[src/rtl/arcade_input_pkg.sv]
// arcade_input_pkg: shared types for the arcade input front end.
// Scan-code table entry layout, the unused-entry marker and the match helper.
package arcade_input_pkg;

    localparam int SCAN_W = 9;

    typedef struct packed {
        logic       ignore_ext;
        logic       ext;
        logic [7:0] code;
    } key_entry_t;

    localparam key_entry_t KEY_UNUSED = 10'h1FF;

    // An unused slot must never fire, even for an extended 0xFF event.
    function automatic logic key_match(
        input key_entry_t e,
        input logic       ext,
        input logic [7:0] code
    );
        return (e != KEY_UNUSED)
            && (e.code == code)
            && (e.ignore_ext || (e.ext == ext));
    endfunction

endpackage

[src/rtl/input_pulse_stretch.sv]
// input_pulse_stretch: rising-edge triggered fixed-length pulse generator.
// Ports: clk_sys, reset (async high), level_in, pulse_out (LEN cycles).
module input_pulse_stretch #(
    parameter int LEN = 1200000
) (
    input  logic clk_sys,
    input  logic reset,
    input  logic level_in,
    output logic pulse_out
);

    localparam int CW = $clog2(LEN + 1);

    logic [CW-1:0] cnt;
    logic          level_q;
    logic          busy;
    logic          rise;

    assign busy = (cnt != '0);
    // Edges during a pulse are dropped so a pulse is never extended.
    assign rise = level_in && !level_q && !busy;

    always_ff @(posedge clk_sys or posedge reset) begin
        if (reset) begin
            cnt     <= '0;
            level_q <= 1'b0;
        end else begin
            level_q <= level_in;
            unique case (1'b1)
                busy:    cnt <= cnt - 1'b1;
                rise:    cnt <= CW'(LEN);
                default: cnt <= cnt;
            endcase
        end
    end

    assign pulse_out = busy;

endmodule

[src/rtl/arcade_input_map.sv]
// arcade_input_map: PS/2 scan-code table + joystick merge for arcade cores.
// Ports: clk_sys, reset, ps2_key, joystick, map_wr/map_idx/map_code (table
// load), af_mask; outputs btn_out, coin_out, key_hit. Macro INPUT_AUTOFIRE_EN
// adds per-button autofire gated by af_mask.
module arcade_input_map
    import arcade_input_pkg::*;
#(
    parameter int NBTN       = 12,
    parameter int NPLAYERS   = 2,
    parameter int COIN_BIT   = 8,
    parameter int COIN_PULSE = 1200000,
    parameter int AF_DIV     = 1200000,
    localparam int IDX_W     = (NBTN > 1) ? $clog2(NBTN) : 1
) (
    input  logic                    clk_sys,
    input  logic                    reset,
    input  logic [10:0]             ps2_key,
    input  logic [16*NPLAYERS-1:0]  joystick,
    input  logic                    map_wr,
    input  logic [IDX_W-1:0]        map_idx,
    input  logic [SCAN_W:0]         map_code,
    input  logic [NBTN-1:0]         af_mask,
    output logic [NBTN-1:0]         btn_out,
    output logic                    coin_out,
    output logic                    key_hit
);

    key_entry_t      tbl [NBTN];
    logic [NBTN-1:0] key_state;
    logic [NBTN-1:0] hit_vec;
    logic [NBTN-1:0] merged;
    logic [NBTN-1:0] btn_next;
    logic            old_toggle;
    logic            armed;
    logic            key_evt;
    logic            unused_joy;

    // Upper joystick bits beyond NBTN carry nothing for us.
    assign unused_joy = ^joystick;

    // The first cycle after reset only latches the toggle level.
    assign key_evt = armed && (ps2_key[10] != old_toggle);

    always_comb begin
        hit_vec = '0;
        for (int i = 0; i < NBTN; i++)
            hit_vec[i] = key_match(tbl[i], ps2_key[8], ps2_key[7:0]);
    end

    always_ff @(posedge clk_sys or posedge reset) begin
        if (reset) begin
            old_toggle <= 1'b0;
            armed      <= 1'b0;
            key_state  <= '0;
            key_hit    <= 1'b0;
        end else begin
            old_toggle <= ps2_key[10];
            armed      <= 1'b1;
            key_hit    <= key_evt && (|hit_vec);
            for (int i = 0; i < NBTN; i++)
                if (key_evt && hit_vec[i])
                    key_state[i] <= ps2_key[9];
        end
    end

    // Matching reads the registered table, so a same-cycle write is
    // only seen by later events.
    always_ff @(posedge clk_sys or posedge reset) begin
        if (reset) begin
            for (int i = 0; i < NBTN; i++)
                tbl[i] <= KEY_UNUSED;
        end else if (map_wr && (int'(map_idx) < NBTN)) begin
            tbl[map_idx] <= map_code;
        end
    end

    always_comb begin
        merged = key_state;
        for (int p = 0; p < NPLAYERS; p++)
            merged = merged | joystick[16*p +: NBTN];
    end

`ifdef INPUT_AUTOFIRE_EN
    localparam int AF_W = $clog2(AF_DIV + 1);

    logic [AF_W-1:0] af_cnt;
    logic            af_phase;
    logic            af_hold;
    logic            af_wrap;

    assign af_hold = |(merged & af_mask);
    assign af_wrap = (af_cnt == AF_W'(AF_DIV - 1));

    // Idle keeps phase high so the first shot fires on press.
    always_ff @(posedge clk_sys or posedge reset) begin
        if (reset) begin
            af_cnt   <= '0;
            af_phase <= 1'b1;
        end else begin
            unique case (1'b1)
                !af_hold: begin
                    af_cnt   <= '0;
                    af_phase <= 1'b1;
                end
                af_wrap: begin
                    af_cnt   <= '0;
                    af_phase <= ~af_phase;
                end
                default: af_cnt <= af_cnt + 1'b1;
            endcase
        end
    end

    assign btn_next = merged & ~(af_mask & {NBTN{~af_phase}});
`else
    logic unused_af;

    assign unused_af = ^af_mask;
    assign btn_next  = merged;
`endif

    always_ff @(posedge clk_sys or posedge reset) begin
        if (reset)
            btn_out <= '0;
        else
            btn_out <= btn_next;
    end

    input_pulse_stretch #(
        .LEN(COIN_PULSE)
    ) u_coin (
        .clk_sys  (clk_sys),
        .reset    (reset),
        .level_in (merged[COIN_BIT]),
        .pulse_out(coin_out)
    );

endmodule

[config.mk]
export PLATFORM = sky130hd
export DESIGN_NAME = arcade_input_map
export DESIGN_NICKNAME = d
export VERILOG_FILES = /design/src/rtl/arcade_input_pkg.sv /design/src/rtl/input_pulse_stretch.sv /design/src/rtl/arcade_input_map.sv
export SDC_FILE = /design/constraint.sdc
export NUM_CORES = 1
export LEC_CHECK = 0
export ABC_AREA = 1
export BUFFER_PORTS_ARGS = -buffer_cell sky130_fd_sc_hd__buf_2
export CORE_MARGIN = 8
export CORE_UTILIZATION = 39
export DETAILED_ROUTE_END_ITERATION = 16
export GPL_TIMING_DRIVEN = 0
export PLACE_DENSITY_LB_ADDON = 0.25
export SLEW_MARGIN = 30
export SYNTH_ARGS = -nofsm -noshare
export SYNTH_HDL_FRONTEND = slang
export SYNTH_SLANG_ARGS = --single-unit
[constraint.sdc]
create_clock -name clk_sys -period 4.7 [get_ports clk_sys]
set_clock_uncertainty 0.15 [all_clocks]
set_input_delay 0.47 -clock clk_sys [delete_from_list [all_inputs] [get_ports clk_sys]]
set_output_delay 0.47 -clock clk_sys [all_outputs]
set_load 0.005 [all_outputs]
# Word level (Yosys, flattened, before mapping)
# Index checks and enable logic that the tools add are counted.
# op_classes
eq_ne	37
reduce_logical	59
n_bitwise	3
n_mux	4
n_lt_le_gt_ge	3
n_addsub	1
# ops
cell	n
120-bit bitwise mux	1
10-bit by 9-bit != test with 1-bit output (second input constant)	12
8-bit equality test	12
1-bit logical AND	42
21-bit one-hot mux with 2 select lines	1
10-bit demux with 4-bit select	1
12-bit OR	2
21-bit nonzero test	1
21-bit by 1-bit subtractor with 21-bit output (second input constant)	1
1-bit equality test	12
1-bit logical OR	12
12-bit OR reduction	1
10-bit two-way mux	1
5-bit >= comparator (second input constant)	1
5-bit by 1-bit less-than comparator with 1-bit output (second input constant)	1
4-bit inverter with 5-bit output	1
4-bit less-than comparator (second input constant)	1
1-bit logical NOT	2
2-bit nonzero test	1
1-bit != test	1
# word_totals
in_bits	72
reg_bits	169
elab_cells	161
output_inout_bits	14

# Logic depth before layout (Yosys ltp)
# depth
ltp_word	6
depth_mapped	12

# Modules after synthesis
# A second synthesis with hierarchy kept.
# hier_totals
cells_unflattened	1118
hier_area_um2	8927.3
# modules_own_cells
mod	instances	seq_area_each_um2	cells_per_inst	area_each_um2
arcade_input_map	1	3813.7	950	7657.3
input_pulse_stretch	1	550.5	168	1270.0

# Worst setup path after synthesis
# OpenSTA, ideal clock, no wires.
# synth_path
path_kind	flip-flop to output port
start	register u_coin.cnt[0]
end	output coin_out
stages_incl_launch_ff	8
arrival_ns	1.135
n_path_buf	0
t_required_ns	4.080
path_slack_ns	2.945
cell_sequence	dfrtp_1 -> inv_1 -> ha_1 -> nand2_2 -> nor2_4 -> nand2_4 -> nor2_8 -> inv_2
# synth_between
elab_chain_len	1
# synth_rtl
item	line	text
start, declared	input_pulse_stretch.sv:14	logic [CW-1:0] cnt;
start signal, assigned	input_pulse_stretch.sv:30	busy: cnt <= cnt - 1'b1;
start signal, assigned	input_pulse_stretch.sv:31	rise: cnt <= CW'(LEN);
start signal, assigned	input_pulse_stretch.sv:32	default: cnt <= cnt;
21-bit nonzero test	input_pulse_stretch.sv:19	assign busy = (cnt != '0);
end, declared	arcade_input_map.sv:24	output logic coin_out,
# No other way between the ends.

# Final worst setup path
# Same ends and word-level chain as after synthesis.

==> flow_summary.ini <==
[timing]
final_max_slew_viol_count = 0
final_period_minus_worst_setup_slack_ns = 2.485
report.final.hold_viol_count = 0
max_freq_mhz = 402.4
worst_slew_margin_rel_pct = 38.20
slew_at_the_pin_with_the_worst_max_slew_slack_ns = 0.9270
timing.final.crit_share_pct = 52.87
timing.hold.ws_ns = 0.02039
unrepaired_setup_endpoints_after_global_routing = false
setup-violations-final = 0
setup_total_negative_slack_ns = 0
timing.final.ws_setup_ns = 2.215

[power]
vdd.ir_drop.worst_mv = 0.2335
power.total_mw = 4.358
power_leakage_nw = 4.571
power.density_cell_area_nw_per_um2 = 430.0

[yosys]
synth_mux_area_share_pct = 0
synthesized_instance_count = 1077
synth_compound_gate_area_share_pct = 8.597
seq_area_frac_synth_pct = 50.28
synth.avg_cell_area_um2 = 8.014
postSynth.asyncResetShare_pct = 100.0
count_of_distinct_cell_types_in_the_synthesized_netlist = 32
ys_warn_count = 0
synth_simple_gate_area_share_pct = 25.41
synth_area_um2 = 8631
largest_family_of_logic_cells_by_synthesized_area = simple AND/OR/NAND/NOR gates
synth_flop_cell = sky130_fd_sc_hd__dfstp_2
post_synth_fa_ha_maj_area_fraction_pct = 0.1450
synth_xor_area_share_pct = 9.133
synth-seq-cells = 168
synth_fp_nets = 1150
synth_enable_flop_cells = 0

[floorplan]
pin_count = 86
die_y_um = 164.8
design.die.area_um2 = 27150
fp.dieW_um = 164.8
start_util_pct = 39.67
placeableCoreArea_um2 = 21760
placementRows = 54

[cts]
cts_made_buffers = 17
latest_clock_arrival_within_the_worst_skew_pair_ns = 0.43
clock_tree.htree_level_count = 4
cts_buffer_depth = 2
tritoncts_num_sinks = 168
cts_tree = yes
clock-root-buffer = sky130_fd_sc_hd__clkbuf_16
path_clk_slew_ns = 0.06

[critical_path]
required_ns = 4.08
startpoint_type = register
crit_path_max_fanout = 5
critical_path_arrival_ns = 1.86
timing.rr.start = u_coin.cnt[0]$_DFFE_PP0P_
worst_r2r_path_depth = 8
worstSetupEndpointType = output pin
ff2ff_setup_slack_ns = 2.80
worstSetupPathType = reg2out
reg2reg_to = u_coin.cnt[12]$_DFFE_PP0P_

[routing]
detail_route.vias_per_cell = 4.873
num_vias = 7114
drt_pre_antenna_iters = 6
drt_iter0_markers = 550
totalWireLength_mm = 23.14
antenna_left = 0
drcViolationCount = 0
detail_route.wl_per_cell_um = 15.85

[layout]
fin_util_pct = 46.58
most_frequent_standard_cell_in_the_layout_excluding_fill_and_tap_cells = sky130_fd_sc_hd__nand2_1
nets = 1240
fin_area_um2 = 10130
area_growth_syn_to_layout_pct = 17.43
final_cell_count_no_fill = 1460
layout.cells.most_common_list = 355 x sky130_fd_sc_hd__nand2_1, 125 x sky130_fd_sc_hd__nor2_1, 120 x sky130_fd_sc_hd__o21ai_0
drive_above_1_share_pct = 20.34
antenna-diode-count = 0

[global_routing]
grt-ovfl-total = 0
first_global_vias = 6923
grt_start_max_net_pins = 30
global_route_wire_length_before_repair_mm = 37.20
grtUsageTotal_pct = 17.98
antenna_violations_before_repair = 0

[place]
dpl.cell_count = 1427
detailed_place.area_um2 = 9433
detailedPlace.worstSlack_ns = 2.601
place.detailed.hpwl_mm = 15.60
portBuffers = 64
gp_routability_congestion = 0.8173

[hold_path]
hold_path_depth = 1
hold_end = old_toggle$_DFF_PP0_
timing.hold.worst.class = in2reg
hp-start = ps2_key[10]

[run_status]
outcome = finished clean

[run]
cap_violations = 0
-- logic make-up after synthesis --
family	count (synthesis)
other	1
AND/OR/NAND/NOR	541
flip-flops	168
adder cells (fa/ha/maj)	1
buffers and inverters	131
AO/OA/AOI/OAI	145
XOR/XNOR	90
-- where the power goes --
part / internal (mW) / switching, mW
combinational: 0.324 / 0.379
clock: 1.04 / 0.589
sequential: 1.83 / 0.200
total: 3.19 / 1.17
-- how the worst max path moves through the flow --
stage | startpoint | to | slack, ns
after floorplan | reset | armed$_DFF_PP0_ | 2.03
after global placement | reset | tbl[79]$_DFFE_PP0P_ | 0.82
after detailed placement | ps2_key[8] | key_hit$_DFF_PP0_ | 2.60
after CTS | u_coin.cnt[0]$_DFFE_PP0P_ | coin_out | 2.19
after global routing | u_coin.cnt[0]$_DFFE_PP0P_ | coin_out | 2.10
final | u_coin.cnt[0]$_DFFE_PP0P_ | coin_out | 2.22
-- repair_timing --
item                                   in CTS  in global routing
gates resized for setup                     0                  0
setup buffers                               0                  0
hold buffers                                1                  0
endpoints found under the hold margin       1                  0
-- per-layer routing --
layer	GRT usage, %	wire length [um]
met5	0	0
met1	23.74	10350
met3	3.116	1496
met2	29.14	10850
met4	6.552	439
-- final cells by class --
class                   instances  area [um2]
plain buffers                  45       229.0
clock buffers                  23       510.5
clock inverters                 9       181.4
fillers                      2138       11620
inverters                      86       326.6
multi-input cells             778        3740
flip-flops and latches        168        4339
well taps                     280       350.3
repair buffers                 71       457.9
-- worst max-delay path: stages, from the launching register on --
cell and delay, ns:
sky130_fd_sc_hd__dfrtp_1 0.38, sky130_fd_sc_hd__inv_1 0.11, sky130_fd_sc_hd__ha_1 0.22, sky130_fd_sc_hd__nand2_2 0.13, sky130_fd_sc_hd__nor2_4 0.16, sky130_fd_sc_hd__nand2_4 0.09
sky130_fd_sc_hd__nor2_8 0.13, sky130_fd_sc_hd__inv_2 0.08, sky130_fd_sc_hd__buf_2 0.13
-- registers in the layout, summed over array words and instances (netlist names) --
name	cells
u_coin.cnt	21
old_toggle	1
key_hit	1
key_state	12
armed	1
tbl	120
btn_out	12
-- synthesized netlist by cell type (7+ instances only) --
library cell	n	area, um2
sky130_fd_sc_hd__nand2_1	355	1333
sky130_fd_sc_hd__nor2_1	125	469.2
sky130_fd_sc_hd__o21ai_0	120	600.6
sky130_fd_sc_hd__dfstp_2	108	2838
sky130_fd_sc_hd__inv_1	85	319.1
sky130_fd_sc_hd__xnor2_1	83	727.0
sky130_fd_sc_hd__dfrtp_1	60	1501
sky130_fd_sc_hd__clkbuf_1	30	112.6
sky130_fd_sc_hd__nand3_1	23	115.1
sky130_fd_sc_hd__a21oi_1	18	90.09
sky130_fd_sc_hd__nand4_1	10	62.56
sky130_fd_sc_hd__or3_1	8	50.05
sky130_fd_sc_hd__xor2_1	7	61.31
No activity file was read; power rests on OpenSTA's default activity.
